===== src/rtl/bnn_xnor_accum.sv =====
// Multi-word XNOR-popcount neuron with threshold activation and valid/ready handshakes.
// Optional bipolar signed sum: define BNN_SIGNED_SUM_EN.
module bnn_xnor_accum #(
    parameter int DATA_W = 32,
    parameter int WC_W   = 8,
    parameter int CNT_W  = 16
) (
    input  logic              clk,
    input  logic              reset,
    input  logic              cfg_we,
    input  logic [31:0]       cfg_data,
    input  logic              thr_we,
    input  logic [CNT_W-1:0]  thr_data,
    input  logic              in_valid,
    output logic              in_ready,
    input  logic [DATA_W-1:0] xor_in,
    output logic              out_valid,
    input  logic              out_ready,
    output logic              out_act,
    output logic [CNT_W-1:0]  out_count,
    output logic              busy
);
    localparam int ACT_W = $clog2(DATA_W + 1);

    typedef enum logic {ACC, OUT} state_t;

    state_t           state;
    logic [ACT_W-1:0] active_bits;
    logic [WC_W-1:0]  words;
    logic [WC_W-1:0]  cnt;
    logic [CNT_W-1:0] threshold;
    logic [CNT_W-1:0] acc;

    logic             idle;
    logic             accept;
    logic             last;
    logic [ACT_W-1:0] mism;
    logic [ACT_W-1:0] match;
    logic [CNT_W:0]   sum;
    logic [CNT_W-1:0] acc_next;
    logic [CNT_W-1:0] res;
    logic             act;
    logic [ACT_W-1:0] cfg_ab;
    logic [WC_W-1:0]  cfg_w;
    logic             unused_cfg;

    assign unused_cfg = ^{cfg_data[31:16+WC_W], cfg_data[15:ACT_W]};

    assign idle   = (state == ACC) && (cnt == '0);
    assign accept = in_valid && in_ready;
    assign last   = (cnt == words - 1'b1);
    assign busy   = (cnt != '0) || out_valid;

    // Config/threshold writes win over a beat only at the start of a neuron.
    always_comb begin
        in_ready = 1'b0;
        if (!reset && state == ACC)
            in_ready = (cnt != '0) || !(cfg_we || thr_we);
    end

    always_comb begin
        mism = '0;
        for (int unsigned i = 0; i < DATA_W; i++)
            if (ACT_W'(i) < active_bits && xor_in[i])
                mism = mism + 1'b1;
        match    = active_bits - mism;
        sum      = {1'b0, acc} + (CNT_W+1)'(match);
        acc_next = sum[CNT_W] ? '1 : sum[CNT_W-1:0];
    end

`ifdef BNN_SIGNED_SUM_EN
    logic [ACT_W+WC_W-1:0] prod;
    always_comb begin
        prod = (ACT_W+WC_W)'(active_bits) * (ACT_W+WC_W)'(words);
        res  = {acc_next[CNT_W-2:0], 1'b0} - CNT_W'(prod);
        act  = $signed(res) >= $signed(threshold);
    end
`else
    always_comb begin
        res = acc_next;
        act = res >= threshold;
    end
`endif

    always_comb begin
        cfg_ab = cfg_data[ACT_W-1:0];
        if (cfg_ab == '0 || cfg_ab > ACT_W'(DATA_W))
            cfg_ab = ACT_W'(DATA_W);
        cfg_w = cfg_data[16+WC_W-1:16];
        if (cfg_w == '0)
            cfg_w = WC_W'(1);
    end

    always_ff @(posedge clk) begin
        if (reset) begin
            state       <= ACC;
            out_valid   <= 1'b0;
            out_act     <= 1'b0;
            out_count   <= '0;
            active_bits <= ACT_W'(DATA_W);
            words       <= WC_W'(1);
            threshold   <= '0;
            acc         <= '0;
            cnt         <= '0;
        end else begin
            case (state)
                ACC: begin
                    if (idle && cfg_we) begin
                        active_bits <= cfg_ab;
                        words       <= cfg_w;
                    end
                    if (idle && thr_we)
                        threshold <= thr_data;
                    if (accept) begin
                        if (last) begin
                            out_count <= res;
                            out_act   <= act;
                            out_valid <= 1'b1;
                            state     <= OUT;
                            cnt       <= '0;
                            acc       <= '0;
                        end else begin
                            cnt <= cnt + 1'b1;
                            acc <= acc_next;
                        end
                    end
                end
                OUT: begin
                    if (out_ready) begin
                        out_valid <= 1'b0;
                        state     <= ACC;
                    end
                end
                default: state <= ACC;
            endcase
        end
    end
endmodule


===== config.mk =====
export PLATFORM = sky130hd
export DESIGN_NAME = bnn_xnor_accum
export DESIGN_NICKNAME = d
export VERILOG_FILES = /design/src/rtl/bnn_xnor_accum.sv
export SDC_FILE = /design/constraint.sdc
export NUM_CORES = 1
export LEC_CHECK = 0
export ABC_AREA = 1
export CORE_MARGIN = 1.5
export CORE_UTILIZATION = 60
export DETAILED_ROUTE_END_ITERATION = 8
export PLACE_DENSITY_LB_ADDON = 0.1
export SLEW_MARGIN = 20
export SYNTH_ARGS = -nofsm -noshare
export SYNTH_HDL_FRONTEND = slang
export SYNTH_SLANG_ARGS = --single-unit

===== constraint.sdc =====
create_clock -name clk -period 67.4 [get_ports clk]
set_clock_uncertainty 0.1 [all_clocks]
set_input_delay 13.48 -clock clk [delete_from_list [all_inputs] [get_ports clk]]
set_output_delay 13.48 -clock clk [all_outputs]
set_load 0.1 [all_outputs]

==> impl_metrics.ini <==
[placement]
io_buffers = 87
dp_slack_ns = 33.95
dpl.hpwl_mm = 16.9
gp_congestion = 0.913

[critical_path]
cpPeakStageDelay_ns = 0.44
critPathKind = in -> reg
crit_path_end_kind = flop
crit_top_cell = nand2_1
required_ns = 67.51
slowest_stage = nor2_1
start_kind = input pin
cp.arrival_ns = 33.31
critical_path.max_fanout = 8

[synthesis]
syn_area_um2 = 9410
synth_async_sr_flop_share_pct = 0
syn_nets = 1639
muxShareOfSynthArea_pct = 0
synth_top_family_by_area = simple AND/OR/NAND/NOR gates
synthAdderAreaFrac_pct = 8.54
synth_warnings = 0
synth_cell_type_count = 50
synth_seq_cells = 73
synth.avg_cell_area_um2 = 6.31
ys.flop_type = dfxtp_1
synth_cells = 1490
synth_xor_area_share_pct = 2.70
synth_compound_area_share_pct = 8.45
synthSimpleGateAreaFrac_pct = 52.5
synth_edf_count = 0
seq_area_frac_synth_pct = 15.5

[cells_and_area]
layout-drive-gt1-share_pct = 20.9
n_fill_cell = 1411
insertedDiodeCount = 0
nets = 1721
syn_to_final_growth_pct = 14.6
final_util_pct = 70.6

[clock_tree]
cts_sinks = 73
cts_buffers = 9
tritoncts = done
cts_hold_buf = 0
path_clk_slew_ns = 0.06
cts_root_buffer = clkbuf_16
clk_latency_ns = 0.34
post-cts-setup-buffer-count = 0
clockBufferDepth = 2
ctsHtreeMaxLevel = 3
cts.repair.resized = 0

[sta]
finalSetupViolCount = 0
post-route-period-util_pct = 49.3
slew_headroom_pct = 32.3
final-hold-violation-count = 0
timing.fmax_mhz = 30.1
fin_crit_ns = 33.20
totalNegativeSetupSlack_ns = 0
slew_violations = 0
setup_slack_ns = 34.20
rsz0062_at_grt = false
tightest_slew_ns = 1.01

[power]
ir_drop_uv = 26.5
power-per-cell-area_nw_per_um2 = 42.9
total_power_uw = 462
internal_power_uw = 210
total_leakage_power_uw = 0.00561
p_switching_uw = 252
swShare_pct = 54.5
combPwrFrac_pct = 80.0
clockPowerShare_pct = 9.6
p_seq_share_pct = 10.3

[detailed_routing]
drc = 0
drt_iter0_markers = 413
postRouteAntennaNets = 0
viasPerCell = 5.09
routed_wirelength_mm = 20.7
num_vias = 9102
dr.pass1.iters = 5
avgRoutedWirePerCell_um = 11.6

[floorplanning]
initial_core_util_pct = 61.6
ioPinCount = 106
core.rowCount = 45
core_um2 = 15300
die-area_um2 = 16400
die_h_um = 128
die_w_um = 128

[min_path]
min_path_type = reg -> reg

[global_route]
grt_overflow = 0
grt_pass1_wl_mm = 35.4
antenna_found_initial = 0
grt_max_degree = 42
track_usage_pct = 25.9
grt_pass1_vias = 8403

[status]
status = completed

[run]
drv_cap = 0
## kinds of logic (layout without fill, tap and decap cells)
| group | count (synthesis) | after routing |
|---|---|---|
| AOI/OAI and AO/OA | 144 | 144 |
| xor gates and xnor gates | 29 | 29 |
| adders and majority gates | 63 | 63 |
| buffers and inverters | 305 | 392 |
| DFF | 73 | 73 |
| and+or+nand+nor | 876 | 876 |
## per-stage QoR
stage | area, µm² | instances | hold WS (ns)
2_1_floorplan | 9410 | 1490 | 0.328
3_3_place_gp | 10500 | 1772 | 0.350
3_5_place_dp | 10500 | 1772 | 0.352
4_1_cts | 10800 | 1788 | 0.362
5_1_grt | 10800 | 1788 | 0.376
6_report | 10800 | 1788 | 0.359
## critical path, delay by kind of cell
kind | cells | cell delay (ns)
fa+ha+maj | 33 | 9.28
simple gates | 70 | 6.71
compound gates | 16 | 2.65
buf+inv | 9 | 1.04
xor+xnor | 1 | 0.19
## layout by cell type (no fill, tap or decap), drive strengths merged
cell,netlist,final
and3,1,1
a211oi,5,5
o21a,7,7
nand4,3,3
inv,281,281
o211ai,6,6
o21ai,52,52
nor3b,4,4
a31oi,2,2
o31ai,1,1
clkbuf,18,11
o22ai,1,1
buf,2,4
xor2,23,23
nor3,19,19
nand3,232,232
fa,2,2
or2,6,6
clkinv,4,7
dfxtp,73,73
clkinvlp,0,2
clkdlybuf4s50,0,87
nand2b,1,1
xnor2,6,6
or4,1,1
a2111oi,1,1
nor2,115,115
and2,1,1
o21bai,1,1
nand2,474,474
nor4,3,3
ha,61,61
a21oi,65,65
nand3b,16,16
a21boi,2,2
a21o,1,1
## routing by layer
metal,track usage [%],vias to the layer above,part of all wire [%]
met5,0,-,0
met2,46.5,161,48
li1,-,4894,-
met3,3.63,27,3.7
met1,31.9,4020,46
met4,8.00,0,2.2
## final timing paths
kind | start | slack (ns) | depth (start not counted) | endpoint
setup / recovery | xor_in[0] | 34.20 | 129 | out_act$_SDFFE_PP0P_
hold / removal | threshold[8]$_SDFFE_PP0P_ | 0.36 | 2 | threshold[8]$_SDFFE_PP0P_
setup reg to reg | active_bits[5]$_SDFFE_PP1P_ | 46.75 | 130 | out_act$_SDFFE_PP0P_
hold reg to reg | threshold[8]$_SDFFE_PP0P_ | 0.36 | 2 | threshold[8]$_SDFFE_PP0P_
## sequential cells by signal (all words and copies together) (netlist names)
signal and count:
state 1, threshold 16, words 8, acc 16, out_count 16, out_valid 1
out_act 1, active_bits 6, cnt 8
## final cells by class
class	count	area, µm²	share of cell area [%]
well taps	211	264	2.45
clock inverters	5	30.0	0.279
repair buffers	91	901	8.36
clock buffers	11	253	2.34
flip-flops and latches	73	1460	13.6
inverters	285	1070	9.97
multi-input cells	1112	6800	63.0
## power groups by stage
| stage | registers, µW | logic [µW] | clock network, µW |
|---|---|---|---|
| final | 47.8 | 370 | 44.4 |
| after global routing | 48.0 | 421 | 46.7 |
| after CTS | 47.8 | 371 | 45.0 |
| after detailed placement | 48.7 | 367 | 0 |
| after global placement | 48.6 | 357 | 0 |
| after floorplan | 49.9 | 308 | 0 |
## cell usage after synthesis, types with 19 or more instances
| master | number | area [µm²] |
|---|---|---|
| nand2_2 | 129 | 807 |
| inv_2 | 19 | 71.3 |
| dfxtp_1 | 73 | 1460 |
| nand2_1 | 312 | 1170 |
| nand3_2 | 82 | 821 |
| xor2_1 | 23 | 201 |
| o21ai_0 | 51 | 255 |
| nand2_4 | 33 | 372 |
| nand3_1 | 143 | 716 |
| a21oi_1 | 65 | 325 |
| inv_1 | 261 | 980 |
| nor2_1 | 94 | 353 |
| ha_1 | 61 | 763 |
Note: power is estimated with default switching activity, not from simulation.
==> RTL change (config.mk and constraints unchanged) <==
Build with the macro `BNN_SIGNED_SUM_EN` defined.
--- a/src/rtl/bnn_xnor_accum.sv
+++ b/src/rtl/bnn_xnor_accum.sv
@@ -1,5 +1,7 @@
 // Multi-word XNOR-popcount neuron with threshold activation and valid/ready handshakes.
 // Optional bipolar signed sum: define BNN_SIGNED_SUM_EN.
+`define BNN_SIGNED_SUM_EN
+
 module bnn_xnor_accum #(
     parameter int DATA_W = 32,
     parameter int WC_W   = 8,
Formal check against the unedited RTL: not equivalent (a bounded check fails within 4 cycles, from zero or initial values and one cycle with reset high).
==> RTL change against the original RTL <==
  * Synthesized area up 15%
  * Global-route usage grew 2.2 points
  * Sequential cell count unchanged
  * Routed wire length rose by 23%
  * Utilization decreased by 2.2 points
  * Worst setup slack lost 4400 ps
  * Die area rose by 15%
  * Cell area grew 13%
  * Critical path depth rose by 24
  * Critical path type unchanged
  * Cell count up 15%
  * Power grew 41%
==> RTL change: results (changes against the original RTL) <==
Outcome -> finished clean
Ys async rst share -> 0% (unchanged)
Number of antenna diodes -> 0 (unchanged)
Worst r2r src -> active_bits[1]
Yosys warns -> 0 (unchanged)
First-pass GRT wire length -> 43,400 um (+23%)
VDD IR-drop max -> 50.9 uV (+92%)
Sequential area share after synthesis -> 13.5% (-2.1 points)
Filler cells -> 1,691 (+20%)
Gpl congestion -> 0.874 (-4.2%)
Compound-Gate Fraction of Synth Area -> 9.66% (+1.2 points)
Start point of the worst hold path -> threshold[0]
Resized Gates After CTS -> 0 (unchanged)
Initial DRT Pass Iterations -> 5 (unchanged)
Slowest CP cell -> fa_1
Most used DFF post-synth -> dfxtp_1
Combinational power share -> 85.1% (+5.1 points)
Worst Hold Class -> register to register
Flop2flop setup slack -> 42,110 ps (-4640 ps)
Routed len/inst -> 12.3 um (+6.5%)
Largest net degree at the start of global routing -> 41 (-2.4%)
Share of cells above drive strength 1 -> 12.7% (-8.2 points)
Mux contribution to synthesized area -> 0.0922% (+0.092 points)
Switching share of power -> 55.8% (+1.3 points)
Dpl hpwl -> 20,500 um (+21%)
TritonCTS buffer count -> 9 (unchanged)
Synth unique cells -> 55 (+10%)
Vias in the first global route -> 10,156 (+21%)
Hold Path Cell Cnt -> 2 (unchanged)
Crit Path Max Fanout -> 12 (+4)
Power Internal -> 288 uW (+37%)
Post-synthesis adder-cell area fraction -> 17.3% (+8.8 points)
Lkg Pwr -> 0.00663 uW (+18%)
Worst R2R Path Depth -> 154 (+18%)
Worst-Skew Late Latency -> 340 ps (about the same)
Worst-Margin Slew -> 1000 ps (-6.86 ps)
Gr usage total -> 28.1% (+2.2 points)
Hold Path End -> threshold[0]
Synth cell count leaders -> 407 x nand2_1, 365 x inv_1, 160 x nand3_1
Post-Place Setup Slack -> 29,560 ps (-4390 ps)
Fin nets -> 2,042 (+19%)
Via count -> 10,677 (+17%)
Synth area leaders -> nand2_1 14%, dfxtp_1 13%, inv_1 13%, ha_1 10%, nand3_1 7.4%
Worst Path Arrival -> 37,800 ps (+4490 ps)
DRT iter0 DRCs -> 526 (+27%)
Root Buffer -> clkbuf_16
Setup bufs post-CTS -> 0 (unchanged)
Post-Synth XOR/XNOR Area -> 2.90% (+0.20 points)
Sequential Power -> 48.8 uW (+2%)
==> RTL change: cell count changes in the layout (fill, tap and decap cells not counted), moves of 18 or more <==
cell,before,now
nand2_1,312,407
nor2_1,94,119
nand2_2,129,101
fa_1,2,37
ha_1,61,91
inv_1,261,365
nand2_4,33,1
nand3_1,142,160
==> RTL change: worst max-delay path by stage <==
| stage | startpoint | end | slack, ps | cells past startpoint |
|---|---|---|---|---|
| global route | xor_in[1] | out_act | 27570 | 153 |
| global placement | xor_in[0] | out_act | 30050 | 153 |
| detailed placement | xor_in[0] | out_act | 29560 | 153 |
| finish | xor_in[0] | out_act | 29760 | 153 |
| floorplan | xor_in[0] | out_act | 32860 | 152 |
| CTS | xor_in[0] | out_act | 29810 | 153 |
==> RTL change: critical path: cells and delay by family <==
family / cells / cell delay [ps]
buf+inv: 18 / 1830
compound gates: 17 / 2950
simple gates: 78 / 7940
fa+ha+maj: 36 / 10710
xor+xnor: 3 / 560
mux: 1 / 300
==> RTL change: metal layers <==
layer | GRT usage, % | part of all wire (%) | vias up
met4 | 10.3 | 3.1 | 0
met2 | 53.2 | 51 | 143
met1 | 32.2 | 43 | 4829
li1 | - | - | 5653
met3 | 3.24 | 2.9 | 52
met5 | 0 | 0 | -
==> RTL change: area by class of cell <==
type                       count  area [um2]  area share (%)
inverter                     378        1420            11.6
timing repair buffer          94         923            7.56
tap                          229         287            2.35
multi-input combinational   1272        7830            64.1
clock inverter                 5        55.1           0.451
clock buffer                  11         243            1.99
sequential                    73        1460            12.0
==> RTL change: metrics by stage <==
stage	utilization, %	hold WS (ps)	instances	area (um2)
global route	68.5	370	2062	12200
detailed placement	66.8	348	2046	11900
CTS	68.5	356	2062	12200
finish	68.5	357	2062	12200
floorplan	-	328	1758	10900
global placement	66.8	343	2046	11900
